[src/rtl/transmitter_buffer_pkg.sv]
// transmitter_buffer_pkg
// Shared constants and types for the BPSK transmit framing buffer.
//   PACKET_WIDTH          : packet size in bytes
//   PREAMBLE_LENGTH       : preamble length in bits
//   PREAMBLE              : preamble pattern, sent MSB first
//   IDX_W                 : width of one original-position index
//   PAYLOAD_BITS          : sorted bytes plus index field
//   PACKET_WIDTH_OVERHEAD : total bits in one frame (preamble + payload)
//   tx_state_t            : transmit FSM states
package transmitter_buffer_pkg;

  localparam int PACKET_WIDTH    = 4;
  localparam int PREAMBLE_LENGTH = 8;
  localparam logic [PREAMBLE_LENGTH-1:0] PREAMBLE = 8'hAB;

  localparam int IDX_W                 = $clog2(PACKET_WIDTH);
  localparam int PAYLOAD_BITS          = PACKET_WIDTH * 8 + PACKET_WIDTH * IDX_W;
  localparam int PACKET_WIDTH_OVERHEAD = PREAMBLE_LENGTH + PAYLOAD_BITS;

  // Bit counter covers the longer of the two serial sections; it never wraps.
  localparam int CNT_W = $clog2((PAYLOAD_BITS > PREAMBLE_LENGTH) ? PAYLOAD_BITS : PREAMBLE_LENGTH);
  // Pass counter of the sorter must reach PACKET_WIDTH itself.
  localparam int PASS_W = $clog2(PACKET_WIDTH + 1);

  typedef enum logic [1:0] {
    ST_IDLE,
    ST_SORT,
    ST_PREAMBLE,
    ST_PAYLOAD
  } tx_state_t;

endpackage

[src/rtl/transmitter_buffer_sort.sv]
// transmitter_buffer_sort
// Stable odd-even transposition byte sorter; counterpart of the receiver's
// unsort. Each slot carries the original byte index along with the byte.
//   clk       in   system clock
//   reset_n   in   asynchronous active-low reset
//   start     in   load data_in into the slots and begin sorting
//   data_in   in   PACKET_WIDTH bytes, byte k = bits [8k+7:8k]
//   data_out  out  sorted bytes, slot 0 (smallest) in bits [7:0]
//   index_out out  original index of slot s in bits [IDX_W*s +: IDX_W]
//   done      out  one-cycle pulse PACKET_WIDTH+1 cycles after start
module transmitter_buffer_sort
  import transmitter_buffer_pkg::*;
(
  input  logic                          clk,
  input  logic                          reset_n,
  input  logic                          start,
  input  logic [PACKET_WIDTH*8-1:0]     data_in,
  output logic [PACKET_WIDTH*8-1:0]     data_out,
  output logic [PACKET_WIDTH*IDX_W-1:0] index_out,
  output logic                          done
);

  logic [7:0]       bytes_q [PACKET_WIDTH];
  logic [IDX_W-1:0] idx_q   [PACKET_WIDTH];
  logic [7:0]       bytes_d [PACKET_WIDTH];
  logic [IDX_W-1:0] idx_d   [PACKET_WIDTH];
  logic [PASS_W-1:0] pass_q;
  logic              busy_q;

  // One transposition pass: even passes compare pairs (0,1),(2,3)...,
  // odd passes compare (1,2),(3,4)... The pairs are disjoint, so reading
  // only the current slots is safe.
  // NOTE: every comb output gets its default first, so no path leaves a
  // signal unassigned and no latch is inferred.
  always_comb begin
    bytes_d = bytes_q;
    idx_d   = idx_q;
    for (int s = 0; s < PACKET_WIDTH - 1; s++) begin
      // Strict compare keeps equal bytes in their original order.
      if (((s % 2) == int'(pass_q[0])) && (bytes_q[s] > bytes_q[s+1])) begin
        bytes_d[s]   = bytes_q[s+1];
        bytes_d[s+1] = bytes_q[s];
        idx_d[s]     = idx_q[s+1];
        idx_d[s+1]   = idx_q[s];
      end
    end
  end

  // NOTE: sequential state uses non-blocking assignments so every register
  // samples the pre-edge values regardless of statement order.
  always_ff @(posedge clk or negedge reset_n) begin
    if (!reset_n) begin
      // NOTE: the slot array is small and is reset with everything else so
      // data_out is never X; larger storage would be left unreset.
      for (int s = 0; s < PACKET_WIDTH; s++) begin
        bytes_q[s] <= '0;
        idx_q[s]   <= '0;
      end
      pass_q <= '0;
      busy_q <= 1'b0;
      done   <= 1'b0;
    end else begin
      done <= 1'b0;
      if (start) begin
        for (int s = 0; s < PACKET_WIDTH; s++) begin
          bytes_q[s] <= data_in[8*s +: 8];
          idx_q[s]   <= IDX_W'(s);
        end
        pass_q <= '0;
        busy_q <= 1'b1;
      end else if (busy_q) begin
        if (pass_q == PASS_W'(PACKET_WIDTH)) begin
          busy_q <= 1'b0;
          done   <= 1'b1;
        end else begin
          bytes_q <= bytes_d;
          idx_q   <= idx_d;
          pass_q  <= pass_q + PASS_W'(1);
        end
      end
    end
  end

  for (genvar s = 0; s < PACKET_WIDTH; s++) begin : g_out
    assign data_out[8*s +: 8]          = bytes_q[s];
    assign index_out[IDX_W*s +: IDX_W] = idx_q[s];
  end

endmodule

[src/rtl/transmitter_buffer.sv]
// transmitter_buffer
// Transmit framing buffer: accepts a packet, byte-sorts it (recording the
// original positions), then serializes preamble, sorted bytes and index
// field one bit per modulator strobe.
//   clk         in   system clock
//   reset_n     in   asynchronous active-low reset
//   sys_packet  in   packet to send, byte k = bits [8k+7:8k]
//   load        in   packet strobe, accepted only while ready=1
//   ready       out  high in IDLE only
//   bit_tick    in   modulator strobe consuming the presented bit
//   data_stream out  bit presented to the modulator (0 when not active)
//   tx_active   out  high from first preamble bit through last payload bit
//   done        out  one-cycle pulse when the frame is complete
module transmitter_buffer
  import transmitter_buffer_pkg::*;
(
  input  logic                      clk,
  input  logic                      reset_n,
  input  logic [PACKET_WIDTH*8-1:0] sys_packet,
  input  logic                      load,
  output logic                      ready,
  input  logic                      bit_tick,
  output logic                      data_stream,
  output logic                      tx_active,
  output logic                      done
);

  localparam int PRE_IDX_W = (PREAMBLE_LENGTH > 1) ? $clog2(PREAMBLE_LENGTH) : 1;
  localparam int PAY_IDX_W = $clog2(PAYLOAD_BITS);

  tx_state_t state_q, state_d;
  logic [CNT_W-1:0]        cnt_q, cnt_d;
  logic [PAYLOAD_BITS-1:0] payload_q;

  logic                          sort_start;
  logic                          sort_done;
  logic [PACKET_WIDTH*8-1:0]     sorted_data;
  logic [PACKET_WIDTH*IDX_W-1:0] index_field;
  logic                          frame_load;

  logic ready_d, tx_active_d, data_d, done_d;

  transmitter_buffer_sort u_sort (
    .clk       (clk),
    .reset_n   (reset_n),
    .start     (sort_start),
    .data_in   (sys_packet),
    .data_out  (sorted_data),
    .index_out (index_field),
    .done      (sort_done)
  );

  // Next state, next counter and the next value of every registered output.
  // Outputs are derived from the *next* state/counter so that the bit that
  // becomes current at an edge is the one driven right after that edge.
  always_comb begin
    state_d    = state_q;
    cnt_d      = cnt_q;
    done_d     = 1'b0;
    sort_start = 1'b0;
    frame_load = 1'b0;

    case (state_q)
      ST_IDLE: begin
        if (load) begin
          sort_start = 1'b1;
          state_d    = ST_SORT;
        end
      end
      ST_SORT: begin
        if (sort_done) begin
          frame_load = 1'b1;
          cnt_d      = '0;
          state_d    = ST_PREAMBLE;
        end
      end
      ST_PREAMBLE: begin
        if (bit_tick) begin
          if (cnt_q == CNT_W'(PREAMBLE_LENGTH - 1)) begin
            cnt_d   = '0;
            state_d = ST_PAYLOAD;
          end else begin
            cnt_d = cnt_q + CNT_W'(1);
          end
        end
      end
      ST_PAYLOAD: begin
        if (bit_tick) begin
          if (cnt_q == CNT_W'(PAYLOAD_BITS - 1)) begin
            cnt_d   = '0;
            done_d  = 1'b1;
            state_d = ST_IDLE;
          end else begin
            cnt_d = cnt_q + CNT_W'(1);
          end
        end
      end
      default: begin
        state_d = ST_IDLE;
        cnt_d   = '0;
      end
    endcase

    ready_d     = (state_d == ST_IDLE);
    tx_active_d = (state_d == ST_PREAMBLE) || (state_d == ST_PAYLOAD);
    data_d      = 1'b0;
    if (state_d == ST_PREAMBLE) begin
      data_d = PREAMBLE[PRE_IDX_W'(PREAMBLE_LENGTH - 1 - int'(cnt_d))];
    end else if (state_d == ST_PAYLOAD) begin
      // The frame register is loaded on entry to PREAMBLE, so it is stable
      // by the time PAYLOAD reads it.
      data_d = payload_q[PAY_IDX_W'(cnt_d)];
    end
  end

  always_ff @(posedge clk or negedge reset_n) begin
    if (!reset_n) begin
      state_q     <= ST_IDLE;
      cnt_q       <= '0;
      payload_q   <= '0;
      ready       <= 1'b1;
      tx_active   <= 1'b0;
      data_stream <= 1'b0;
      done        <= 1'b0;
    end else begin
      state_q     <= state_d;
      cnt_q       <= cnt_d;
      ready       <= ready_d;
      tx_active   <= tx_active_d;
      data_stream <= data_d;
      done        <= done_d;
      if (frame_load) begin
        payload_q <= {index_field, sorted_data};
      end
    end
  end

endmodule

[config.mk]
export PLATFORM = sky130hd
export DESIGN_NAME = transmitter_buffer
export DESIGN_NICKNAME = d
export VERILOG_FILES = /design/src/rtl/transmitter_buffer_pkg.sv /design/src/rtl/transmitter_buffer_sort.sv /design/src/rtl/transmitter_buffer.sv
export SDC_FILE = /design/constraint.sdc
export NUM_CORES = 1
export LEC_CHECK = 0
export ABC_AREA = 1
export BUFFER_PORTS_ARGS = -buffer_cell sky130_fd_sc_hd__buf_2
export CAP_MARGIN = 20
export CORE_UTILIZATION = 50
export DETAILED_ROUTE_END_ITERATION = 8
export PLACE_DENSITY = 0.77
export SLEW_MARGIN = 20
export SYNTH_ARGS = -nofsm -noshare
export SYNTH_HDL_FRONTEND = slang
export SYNTH_SLANG_ARGS = --single-unit
[constraint.sdc]
create_clock -name clk -period 3.2 [get_ports clk]
set_input_delay 0.32 -clock clk [delete_from_list [all_inputs] [get_ports clk]]
set_output_delay 0.32 -clock clk [all_outputs]
set_load 0.01 [all_outputs]
==> results.md, run 1 <==
- Outcome: finished, violations left
- Failing checks: hold timing
- First-pass GRT wire length: roughly 22000 um
- Die H: ~110 um
- Total power divided by cell area: 1107 mW/mm^2
- Die width: between 100 and 150 um
- Via count: 4677
- Worst EP arrival: between 2 and 3 ns
- Setup violations, final: 0
- Initial antenna violation count: 0
- Worst Clk Skew: slightly above 0.008 ns
- Layout cells sized above 1: roughly an eighth
- Mux cell area share after synthesis: 0%
- Lkg Pwr: approximately 2.9 nW
- Largest family of logic cells by synthesized area: simple AND/OR/NAND/NOR gates
- Netlist cell types: slightly above 40
- Final min period: around 2.6 ns
- Synth-to-layout area growth: 9.019%
- Syn_nets: approximately 750
- Final wirelength: between 10000 and 15000 um
- Cell area after synthesis: approximately 0.0054 mm^2
- IO buf count: 39
- Highest net fanout along the worst path: 30
- Vias per cell: between 5 and 6
- Vias in the first global route: ~4600
- Fmax: 0.3872 GHz
- Pins Over Slew Limit: 0
- HPWL Detailed: 9753 um
- Cell count after synthesis: around 690
- Final Net Count: between 700 and 800
- CTS tree: built
- Final ANT Viol Nets: 0
- Top-area cell type share of the netlist area: ~45%
- Max cap viols: 0
- Syn Area/Cell: approximately 7.8 um^2
- Largest net degree at the start of global routing: roughly 80
- Compound-Gate Fraction of Synth Area: 17.53%
- CTS clk-pin slew, worst paths: roughly 0.090 ns
- Largest area contributor in the netlist: dfrtp_1
- Ant diodes: 0
- Clk sinks: between 90 and 100
- Synthesis-stage register bit count: 97
- Wire per inst: between 15 and 20 um
- Synth top area cells: dfrtp_1 (45%), nand2_1 (11%), o21ai_0 (7.4%), ha_1 (6.3%), inv_1 (5.5%)
- Worst-Margin Slew: 1.004 ns
- Total CTS buffers: 9
- Post-synthesis xor/xnor area fraction: less than 1%
- Yosys warns: 0
- Critical path endpoint category: flop
- CTS max path bufs: 2
- Synth Area in Adders: roughly 6.3%
- Full die area: between 0.01 and 0.015 mm^2
- Site Rows: 37
- Core Area: approximately 0.010 mm^2
- Hold slack: -0.03210 ns
- Worst VDD drop: approximately 560 uV
- Initial Utilization: between 50 and 60%
- HP Class: input pin to async pin
- CTS H-tree lvls: 3
- GPL Wtd Cong: 0.9386
- Drc violations: 0
- Critical path type: flop to flop
- Clock root cell: clkbuf_8
- Final hold violation count: 21
- Setup crit start kind: flop
- Clock insertion delay at the later pin of the skew report: between 0.3 and 0.4 ns
- Period utilization: between 80% and 90%
- Detailed Routing Iterations Pass 1: 6
- Overflow after GRT: 0
- 1st-iter DRT viols: 285
- Critical path data required time: 3.43 ns
- PnR worst setup slack: between 0.6 and 0.7 ns
- Unrepaired setup endpoints after global routing: false
- GRT Util Overall: roughly a quarter
- Hold Buf Count CTS: 0
- IO Pins: 40
- Post-synthesis sequential area ratio: between 40% and 50%
- Max-slew headroom: 32.80%
- Synth Area in Simple Gates: between 20% and 30%
- Place WS: 0.3426 ns
- TNS Setup: 0 ns
-- layer usage --
metal,share of wire (%),GRT usage [%]
met1,45,34.04
met2,46,39.68
met3,5.8,5.825
met4,2.9,10.42
met5,0,0
-- power breakdown --
group	internal, W	switching [W]	leakage, nW	total, W
registers	0.00181	0.000476	1.19	0.00229
logic	0.00118	0.00224	1.60	0.00342
clock network	0.000398	0.000410	0.102	0.000808
-- what timing repair did --
item | CTS | global route
setup endpoints to repair | 0 | 1
resized for setup | 0 | 1
buffers inserted | 0 | 0
-- critical path, cell delays in order, from the launching register on --
cell,delay [ns]
dfrtp_1,0.42
inv_1,0.11
ha_1,0.28
inv_1,0.05
nor2_1,0.08
nor2_1,0.04
o21ai_0,0.13
nand2_1,0.07
o211ai_1,0.14
nand2_2,0.37
nand2_1,0.24
o21ai_0,0.20
o211ai_1,0.20
o21ai_0,0.10
-- cells in the final DEF, fill, tap and decap left out, types with 2 or more instances in the layout --
cell type,Yosys,layout
nor2_4,3,3
o21ai_2,2,2
ha_1,27,27
nor2_1,53,53
dfrtp_1,96,96
nand2_2,4,6
or2_2,7,7
o211ai_1,19,19
inv_2,4,4
clkinv_1,2,2
o21ai_1,10,10
inv_1,79,79
a22oi_1,2,2
nand2_1,162,160
nand3_1,39,39
buf_2,5,38
o21ai_0,80,80
a21oi_1,30,30
nand3b_1,8,8
o22ai_1,3,3
a31oi_1,10,10
clkbuf_8,0,11
nor3_1,3,3
clkinv_2,0,2
nand4_1,2,2
buf_4,1,6
a21oi_2,2,2
-- synth_stat cells (all sizes together) --
| cell | count |
|---|---|
| nand4 | 2 |
| nand3 | 40 |
| buf | 9 |
| a21oi | 33 |
| nor2 | 57 |
| dfrtp | 96 |
| a22oi | 2 |
| clkinv | 2 |
| nand2 | 167 |
| o21bai | 1 |
| o211ai | 19 |
| a31oi | 10 |
| o21ai | 93 |
| or2 | 7 |
| clkbuf | 19 |
| xor2 | 1 |
| ha | 27 |
| inv | 84 |
| nand3b | 8 |
| o31ai | 1 |
| dfstp | 1 |
| o41ai | 1 |
| o22ai | 3 |
| a21boi | 2 |
| nor3 | 3 |
-- worst paths after layout --
kind | cells past startpoint | start | endpoint | slack [ns]
worst min-delay path | 1 | reset_n | payload_q[1] | -0.03
max in group asynchronous | 2 | reset_n | u_sort.data_out[28] | 2.58
min in group clk | 3 | sys_packet[24] | u_sort.data_out[24] | 0.19
worst max register to register | 13 | u_sort.data_out[17] | u_sort.data_out[8] | 0.62
worst max-delay path | 13 | u_sort.data_out[17] | u_sort.data_out[8] | 0.62
worst min register to register | 1 | u_sort.pass_q[2] | u_sort.pass_q[2] | 0.48
-- registers in the layout (all words and copies together) (netlist names) --
name	cells
payload_q	40
u_sort.data_out	32
u_sort.index_out	8
cnt_q	6
u_sort.pass_q	3
state_q	2
data_stream	1
done	1
ready	1
tx_active	1
u_sort.busy_q	1
u_sort.done	1
-- kinds of logic after synthesis --
family | count (synthesis)
flops | 97
fa+ha+maj | 27
buf+inv | 114
xor+xnor | 1
compound gates | 165
simple gates | 284
-- per-stage QoR --
step / hold WS [ns] / std cells / area [um^2] / power (W) / util (%)
2_1_floorplan: 0.02441 / 688 / 5396 / 0.004799 / -
3_3_place_gp: 0.4590 / 841 / 5682 / 0.005537 / 54.55
3_5_place_dp: 0.4651 / 841 / 5682 / 0.005671 / 54.55
4_1_cts: 0.1622 / 856 / 5877 / 0.006493 / 56.42
5_1_grt: 0.02773 / 856 / 5883 / 0.007179 / 56.48
6_report: -0.03210 / 856 / 5883 / 0.006515 / 56.48
-- final cells by class --
cell class,instances,area (um^2)
flip-flops and latches,97,2429
well taps,136,170.2
multi-input cells,477,2517
repair buffers,45,246.5
clock buffers,12,155.1
inverters,86,325.3
clock inverters,3,40.04
fillers,950,4533
No activity file was read; power rests on OpenSTA's default activity.
==> inputs of run 2 (changes only) <==
clock period = 2.6 ns   (was 3.2 ns; I/O delays follow)
==> run 2 against run 1 <==
Count of clock-buffer cells in the layout fell by 2. Core utilization up 1.9 points. Power rose by 32%. Critical path type unchanged. Critical endpoint unchanged. Flip-flop and latch count did not move. Cell count grew 1.3%. Clock skew up 0.0042 ns. Critical path depth up 1. First-iteration DRC count up 41%. The flow now finishes without violations. Clock power grew 52%. Register-to-register slack worse by 0.52 ns. Die area did not move.
==> results.md, run 2 (synthesized netlist as in run 1, its figures left out) <==
- Worst Hold End: u_sort.data_out[31]
- Commonest non-fill, non-tap cell in the layout: nand2_1
- Highest net fanout along the worst path: 13 (-57%)
- CP Cell Sequence: inv_1 -> ha_1 -> inv_1 -> nor2_1 -> nor2_1 -> o21ai_0 -> nand2_1 -> o211ai_1 -> nand2_2 -> buf_4 -> nand2_1 -> o21ai_0 -> o211ai_1 -> o21ai_0
- Total power divided by cell area: 1418 mW/mm^2 (+28%)
- Clk network pwr share: 14.2% (+1.8 points)
- Hold Path Origin: sys_packet[31]
- Detailed Routing Iterations Pass 1: 5 (-1)
- Switching power: 0.004069 W (+30%)
- Worst Clk Skew: 0.01248 ns (+0.004200 ns)
- HPWL Detailed: 9820 um (+0.68%)
- Hold slack: 0.1210 ns (+0.1531 ns)
- Most used cell along the critical path: o21ai_0
- GPL Wtd Cong: 0.9128 (-2.7%)
- Internal: 0.004548 W (+34%)
- Outcome: completed
- Critical path data required time: 2.86 ns (-0.57 ns)
- Clock root cell: clkbuf_8
- Final ANT Viol Nets: 0 (unchanged)
- Top reg by flops: payload_q
- Clk sinks: 97 (unchanged)
- Layout cells sized above 1: 14.36% (+1.9 points)
- Lkg Pwr: 2.968 nW (+2.6%)
- Initial Utilization: 51.81% (unchanged)
- IO Pins: 40 (unchanged)
- Ant diodes: 0 (unchanged)
- 1st-iter DRT viols: 401 (+41%)
- Critical path type: flop to flop
- CTS clk-pin slew, worst paths: 0.10 ns (about the same)
- CP max-delay cell: dfrtp_1
- RR Endpoint: u_sort.data_out[8]
- Die H: 105.9 um (unchanged)
- Setup violations, final: 0 (unchanged)
- Wire per inst: 15.95 um (+3.2%)
- Via count: 4802 (+2.7%)
- Initial antenna violation count: 0 (unchanged)
- Final min period: 2.499 ns (-0.08300 ns)
- Critical path endpoint category: flop
- Max reg flops: 40 (unchanged)
- PnR worst setup slack: 0.1005 ns (-0.5170 ns)
- R2r worst-path depth: 14 (+1)
- CTS tree: built
- Largest net degree at the start of global routing: 71 (-12%)
- Pwr Total: 0.008617 W (+32%)
- Combinational share of power: 53.5% (+1.0 points)
- Worst EP arrival: 2.76 ns (-0.05 ns)
- Final wirelength: 13830 um (+4.5%)
- Most frequent cells in the layout: nand2_1 (160), dfrtp_1 (95), o21ai_0 (80)
- Reg power frac: 32.3% (-2.9 points)
- Vias in the first global route: 4546 (-1.6%)
- CP peak stage delay: 0.40 ns (-0.02 ns)
- Synth-to-layout area growth: 12.64%
- Worst-Margin Slew: 0.6850 ns (-0.3193 ns)
- Reg2Reg Setup Slack: 0.10 ns (-0.52 ns)
- First-pass GRT wire length: 22540 um (+1.8%)
- TNS Setup: 0 ns (unchanged)
- Vias per cell: 5.539 (+1.4%)
- Final Net Count: 789 (+1.3%)
- Max cap viols: 0 (unchanged)
- Pins Over Slew Limit: 0 (unchanged)
- Max-slew headroom: 54.33% (+22 points)
- Hold Path Stages: 3
- Fmax: 0.4001 GHz (+3.3%)
- GRT Util Overall: 25.93% (+0.57 points)
- IO buf count: 39 (unchanged)
- Die width: 105.9 um (unchanged)
- Place WS: 0.1309 ns (-0.2116 ns)
- Final hold violation count: 0 (-100%)
- HP Class: input pin to flop
- Period utilization: 96.13% (+15 points)
- Overflow after GRT: 0 (unchanged)
- Sw Share: 47.22% (-0.68 points)
- Reg2reg start: u_sort.data_out[17]
- Full die area: 0.01121 mm^2 (unchanged)
- Drc violations: 0 (unchanged)
- CTS H-tree lvls: 3 (unchanged)
- Clock insertion delay at the later pin of the skew report: 0.38 ns (about the same)
- Worst VDD drop: 654.8 uV (+17%)
- Total CTS buffers: 9 (unchanged)
- Core Area: 0.01042 mm^2 (unchanged)
- Site Rows: 37 (unchanged)
- CTS max path bufs: 2 (unchanged)
- Setup crit start kind: flop
[run 2: layer usage]
| metal | vias up | track usage [%] | part of all wire, % |
|---|---|---|---|
| li1 | 2332 | - | - |
| met1 | 2236 | 35.28 | 42 |
| met2 | 204 | 41.60 | 48 |
| met3 | 30 | 4.108 | 6.8 |
| met4 | 0 | 10.32 | 2.9 |
| met5 | - | 0 | 0 |
[run 2: final cells by class]
type                    count  area (um^2)
fillers                   958         4338
multi-input cells         477         2549
flip-flops and latches     97         2430
repair buffers             55        345.3
inverters                  86        331.6
well taps                 136        170.2
clock buffers              10        137.6
clock inverters             6        115.1
[run 2: how the worst max path moves through the flow]
| stage | startpoint | end | slack, ns | cells past startpoint |
|---|---|---|---|---|
| floorplan | u_sort.data_out[23] | u_sort.data_out[27] | 0.57 | 11 |
| global placement | u_sort.data_out[17] | u_sort.data_out[8] | 0.15 | 14 |
| detailed placement | u_sort.data_out[19] | u_sort.data_out[29] | 0.13 | 9 |
| CTS | u_sort.data_out[19] | u_sort.data_out[27] | 0.07 | 9 |
| global route | u_sort.data_out[17] | u_sort.data_out[10] | -0.03 | 14 |
| finish | u_sort.data_out[17] | u_sort.data_out[8] | 0.10 | 14 |
[run 2: per-stage QoR]
step | utilization, % | cell area [um^2] | std cells
floorplan | - | 5396 | 688
global placement | 55.03 | 5732 | 846
detailed placement | 55.03 | 5732 | 846
CTS | 57.55 | 5995 | 863
global route | 58.35 | 6078 | 867
finish | 58.35 | 6078 | 867
[run 2: power groups by stage]
stage                     combinational [W]  sequential [W]  clock, W
after detailed placement            0.00433         0.00279         0
final                               0.00461         0.00278   0.00123
after global placement              0.00419         0.00276         0
after CTS                           0.00438         0.00276   0.00124
after global routing                0.00519         0.00287   0.00130
after floorplan                     0.00327         0.00264         0
[run 2: critical path, delay by kind of cell (launching register included)]
kind                     cells  cell delay (ns)
AND/OR/NAND/NOR              5             0.50
AO/OA/AOI/OAI                5             0.74
flip-flops                   1             0.40
adder cells (fa/ha/maj)      1             0.32
buffers and inverters        3             0.43
[run 2: what timing repair did]
| item | 4_1_cts | 5_1_grt |
|---|---|---|
| buffers inserted | 0 | 4 |
| hold buffers | 1 | 0 |
| endpoints found under the hold margin | 48 | 0 |
| setup endpoints to repair | 0 | 25 |
| gates resized for setup | 0 | 9 |
